**src/rtl/sys_bus_pkg.sv**
```systemverilog
// Shared types and widths for sys_bus slave endpoints.
package sys_bus_pkg;
  typedef enum logic [1:0] {IDLE, WAIT, RESP} resp_state_t;
  localparam int BUS_DW = 32;
  localparam int OVR_W  = 16;
endpackage

```
**src/rtl/sys_bus_reg_responder.sv**
```systemverilog
// sys_bus slave register bank: NR 32-bit registers with read-only status words,
// shadowed registers committed on commit_i, and RL programmable wait states.
module sys_bus_reg_responder
  import sys_bus_pkg::*;
#(
  parameter int          SW      = 20,
  parameter int          NR      = 16,
  parameter int          RL      = 0,
  parameter logic [NR-1:0] RO_MASK = '0,
  parameter logic [NR-1:0] SH_MASK = '0,
  parameter logic [31:0] RST_VAL = 32'h0
) (
  input  logic                 clk_i,
  input  logic                 rstn_i,
  input  logic [SW-1:0]        sys_addr,
  input  logic [BUS_DW-1:0]    sys_wdata,
  input  logic                 sys_wen,
  input  logic                 sys_ren,
  output logic [BUS_DW-1:0]    sys_rdata,
  output logic                 sys_err,
  output logic                 sys_ack,
  input  logic                 commit_i,
  input  logic [NR*BUS_DW-1:0] sts_i,
  output logic [NR*BUS_DW-1:0] cfg_o,
  output logic [NR-1:0]        upd_o,
  output logic [OVR_W-1:0]     ovr_cnt_o
);
  localparam int         IW    = SW - 2;
  localparam logic [3:0] RL_M1 = (RL > 0) ? 4'(RL - 1) : 4'd0;

  resp_state_t                state;
  logic [3:0]                 wcnt;
  logic                       resp_err;
  logic [NR-1:0][BUS_DW-1:0]  act_all;
  logic [NR-1:0][BUS_DW-1:0]  sts;
  logic [IW-1:0]              idx;
  logic [NR-1:0]              hit;
  logic [BUS_DW-1:0]          rd_word;
  logic                       strobe, accept, bad, wr_ok;

  assign sts   = sts_i;
  assign cfg_o = act_all;
  assign idx   = sys_addr[SW-1:2];

  // One-hot decode; an index at or beyond NR hits nothing, which flags it out of range.
  for (genvar k = 0; k < NR; k++) begin : g_hit
    assign hit[k] = (idx == IW'(k));
  end

  assign strobe = sys_wen | sys_ren;
  assign accept = strobe && (state == IDLE);
  assign bad    = !(|hit) || (sys_addr[1:0] != 2'b00) || (sys_wen && |(hit & RO_MASK));
  assign wr_ok  = accept && sys_wen && !bad;

  always_comb begin
    rd_word = '0;
    for (int k = 0; k < NR; k++)
      if (hit[k]) rd_word = RO_MASK[k] ? sts[k] : act_all[k];
  end

  always_ff @(posedge clk_i) begin
    if (!rstn_i) begin
      state     <= IDLE;
      wcnt      <= '0;
      resp_err  <= 1'b0;
      sys_ack   <= 1'b0;
      sys_err   <= 1'b0;
      sys_rdata <= '0;
      ovr_cnt_o <= '0;
    end else begin
      sys_ack <= 1'b0;
      sys_err <= 1'b0;
      if (strobe && state != IDLE && ovr_cnt_o != '1)
        ovr_cnt_o <= ovr_cnt_o + 1'b1;
      case (state)
        IDLE: if (strobe) begin
          resp_err  <= bad;
          sys_rdata <= (sys_wen || bad) ? '0 : rd_word;
          if (RL == 0) begin
            state   <= RESP;
            sys_ack <= !bad;
            sys_err <= bad;
          end else begin
            state <= WAIT;
            wcnt  <= RL_M1;
          end
        end
        WAIT: if (wcnt == '0) begin
          state   <= RESP;
          sys_ack <= !resp_err;
          sys_err <= resp_err;
        end else begin
          wcnt <= wcnt - 1'b1;
        end
        RESP:    state <= IDLE;
        default: state <= IDLE;
      endcase
    end
  end

  for (genvar k = 0; k < NR; k++) begin : g_reg
    logic [BUS_DW-1:0] act_q;
    logic              upd_q;
    assign act_all[k] = act_q;
    assign upd_o[k]   = upd_q;

    if (SH_MASK[k]) begin : g_sh
      logic [BUS_DW-1:0] sh_q;
      // Commit copies the pre-edge shadow, so a coincident write lands one commit later.
      always_ff @(posedge clk_i) begin
        if (!rstn_i) begin
          act_q <= RST_VAL;
          sh_q  <= RST_VAL;
          upd_q <= 1'b0;
        end else begin
          upd_q <= 1'b0;
          if (wr_ok && hit[k]) sh_q <= sys_wdata;
          if (commit_i) begin
            act_q <= sh_q;
            upd_q <= (sh_q != act_q);
          end
        end
      end
    end else begin : g_plain
      always_ff @(posedge clk_i) begin
        if (!rstn_i) begin
          act_q <= RST_VAL;
          upd_q <= 1'b0;
        end else begin
          upd_q <= wr_ok && hit[k];
          if (wr_ok && hit[k]) act_q <= sys_wdata;
        end
      end
    end
  end
endmodule
```
**config.mk**
```make
export PLATFORM = sky130hd
export DESIGN_NAME = sys_bus_reg_responder
export DESIGN_NICKNAME = d
export VERILOG_FILES = /design/src/rtl/sys_bus_pkg.sv /design/src/rtl/sys_bus_reg_responder.sv
export SDC_FILE = /design/constraint.sdc
export NUM_CORES = 1
export LEC_CHECK = 0
export CAP_MARGIN = 25
export CORE_AREA = 2 2 448 450
export DETAILED_ROUTE_END_ITERATION = 12
export DIE_AREA = 0 0 450 452
export GPL_TIMING_DRIVEN = 0
export PLACE_DENSITY = 0.31
export SETUP_SLACK_MARGIN = 0.02
export SLEW_MARGIN = 20
export SYNTH_ARGS = -nofsm -noshare
export SYNTH_HDL_FRONTEND = slang
export SYNTH_SLANG_ARGS = --single-unit
```
**constraint.sdc**
```tcl
create_clock -name clk_i -period 5.6 [get_ports clk_i]
set_input_delay 1.12 -clock clk_i [delete_from_list [all_inputs] [get_ports clk_i]]
set_output_delay 1.12 -clock clk_i [all_outputs]
set_load 0.005 [all_outputs]
```
==> flow_summary_export.csv <==
group,metric,value,unit
clocking,cts_buffers,76,
clocking,htree_levels,3,
final_layout,fin_util,0.189,
yosys,async_flop_share,0,
routing,drt_wl_total,239000,um
critical_path,startpoint_type,"input pin",
critical_path,path_max_fanout,10,
global_route,grt_max_degree,12,
die,fp.dieW,450,um
timing,max_freq,178,MHz
final_layout,nets,4606,
clocking,insertion_delay,0.70,ns
final_layout,areaGrowthSynthToFinish,48.6,%
hold_path,hp-class,"reg2reg",
placement,io_buffers,600,
timing,fin_crit_sh,1.01,
routing,drc_errors,0,
die,dieArea,203000,um^2
final_layout,final_cell_mix,"nand2_1 (1114), a21oi_1 (610), clkdlybuf4s50_1 (600)",
final_layout,final_common_cell,"nand2_1",
power_and_ir_drop,p_total,10000,uW
routing,antenna_left,0,
status,outcome,"finished with violations",
timing,fin_worst_skew,0.0397,ns
clocking,cts.sinks,579,
clocking,cts_tree,"done",
clocking,clockBufferDepth,3,
timing,rsz0062_at_grt,"false",
yosys,synth.avg_cell_area,7.58,um^2
yosys,netlist_instances,3336,
placement,dpl-instance-area,35000,um^2
timing,fin_ws,-0.0304,ns
yosys,syn_nets,3906,
timing,maxSlewViolCount,0,
routing,drtIter0Drc,2881,
global_route,grt_pass1_wl,300000,um
routing,first_pass_iters,6,
yosys,ys_warn_count,0,
global_route,grt_util_met3,0.0617,
die,fp-row-count,164,
status,violations,"setup timing",
clocking,clk_pin_slew_worst_paths,0.06,ns
die,start_util,0.127,
critical_path,crit_path_end_kind,"flip-flop",
timing,period_needed,5.63,ns
power_and_ir_drop,p_leak,0.0118,uW
timing,hold_viol_final,0,
final_layout,layout-drive-gt1-share,0.0805,
timing,relSlewSlack,0.175,
global_route,use_met2,0.375,
power_and_ir_drop,power.density,266,nW/um^2
placement,hpwlAfterDp,195000,um
yosys,synth.cell_area,25300,um^2
timing,hold_ws,0.469,ns
yosys,ys_types,71,
die,core,199000,um^2
clocking,cts-root-buf,"clkbuf_16",
yosys,yosysSeqAreaShare,0.459,
timing,setup_viol,7,
clocking,hold_buffers,0,
global_route,grt-ovfl-total,0,
critical_path,path_class,"in2reg",
yosys,synth_edf_count,0,
timing,tns,-0.121,ns
routing,via_per_inst,4.38,
job,maxCapViolations,0,
global_route,grt_pass1_vias,28046,
die,die_height,452,um
critical_path,required,6.11,ns
critical_path,critical_path_arrival,6.15,ns
timing,worst_pin_slew,1.24,ns
global_route,grt_use_met1,0.253,
die,io_pins,1147,
routing,vias,29596,
yosys,synthFlopType,"dfxtp_1",
placement,place.gp.congestion,0.951,
routing,wl_per_cell,35.4,um
power_and_ir_drop,irDropWorstVdd,0.000180,V
global_route,grt.busiest_layer,"met2",
yosys,synth-seq-cells,579,
final_layout,finalInstanceArea,37600,um^2
global_route,grt_usage,0.226,
global_route,antenna_found_initial,30,
-- power by group --
| part | leakage [uW] | switching [uW] | internal (uW) |
|---|---|---|---|
| clock network | 0.00123 | 2180 | 3050 |
| logic | 0.00589 | 540 | 114 |
| registers | 0.00466 | 2.63 | 4120 |
-- worst paths after layout --
| check | start | end | slack, ns | cells past startpoint |
|---|---|---|---|---|
| max | sys_addr[3] | g_reg[15].act_q[2] | -0.03 | 10 |
| min | g_reg[6].act_q[31] | g_reg[6].act_q[31] | 0.47 | 2 |
| max reg2reg | state[1] | sys_rdata[19] | 1.48 | 7 |
| min reg2reg | g_reg[6].act_q[31] | g_reg[6].act_q[31] | 0.47 | 2 |
-- registers in the layout (all words and copies together), names as in the netlist --
name	count
sys_rdata	32
g.act_q	512
ovr_cnt_o	16
g.upd_q	16
sys_err	1
state	1
sys_ack	1
-- synthesized netlist by cell type (all sizes together) (11+ instances only) --
cell type / count / area share
nor3: 23 / 0.0060
a21oi: 611 / 0.12
a22oi: 12 / 0.0036
dfxtp: 579 / 0.46
a211oi: 13 / 0.0039
a221oi: 15 / 0.0052
mux2: 50 / 0.022
o221ai: 13 / 0.0045
a22o: 11 / 0.0038
mux4: 22 / 0.020
and3: 17 / 0.0042
nor4: 12 / 0.0053
nor2: 105 / 0.016
nand3: 36 / 0.0071
clkbuf: 265 / 0.039
o21ai: 116 / 0.023
nand2: 1114 / 0.17
buf: 73 / 0.015
o22ai: 57 / 0.014
mux2i: 32 / 0.013
-- what timing repair did --
| action | CTS | global route |
|---|---|---|
| buffers inserted | 0 | 2 |
| gates resized for setup | 1 | 5 |
| pin swaps | 0 | 1 |
| endpoints found under the setup margin | 29 | 24 |
-- metrics by stage --
| step | cells | setup slack (ns) |
|---|---|---|
| CTS | 6739 | 0.150 |
| detailed placement | 6609 | -0.908 |
| floorplan | 3336 | 2.34 |
| global route | 6745 | 0.153 |
| finish | 6764 | -0.0304 |
| global placement | 6592 | -1.96 |
-- routing by layer --
layer / wire, um / share of wire
met5: 110 / 0.00046
met4: 18700 / 0.078
met3: 19400 / 0.081
met2: 112000 / 0.47
met1: 89200 / 0.37
-- logic make-up (layout without fill, tap and decap cells) --
logic type / after synthesis / count (layout) / synth area share
other: 0 / 20 / 0
flip-flops: 579 / 579 / 0.459
adder cells (fa/ha/maj): 1 / 1 / 0.000495
multiplexers: 104 / 104 / 0.0545
buffers and inverters: 348 / 1100 / 0.0562
AND/OR/NAND/NOR: 1359 / 1359 / 0.219
AO/OA/AOI/OAI: 933 / 933 / 0.207
XOR/XNOR: 12 / 12 / 0.00416
-- area by class of cell --
class | instances | area, um^2
timing repair buffer | 622 | 6340
clock buffer | 112 | 2220
multi-input combinational | 2409 | 12300
sequential | 579 | 11600
fill | 22569 | 161000
inverter | 10 | 37.5
antenna | 20 | 50.0
clock inverter | 18 | 279
buffer | 338 | 1440
tap | 2656 | 3320
-- worst max-delay path, cell delays in order --
cell and delay (ns):
clkdlybuf4s50_1 0.80, buf_2 0.58, buf_2 0.61, buf_2 0.62, nand2_1 0.59, nor2_1 0.61, nand2_1 0.49, clkbuf_1 0.44
nand2_1 0.16, a21oi_1 0.07
No activity file was read; power rests on OpenSTA's default activity.
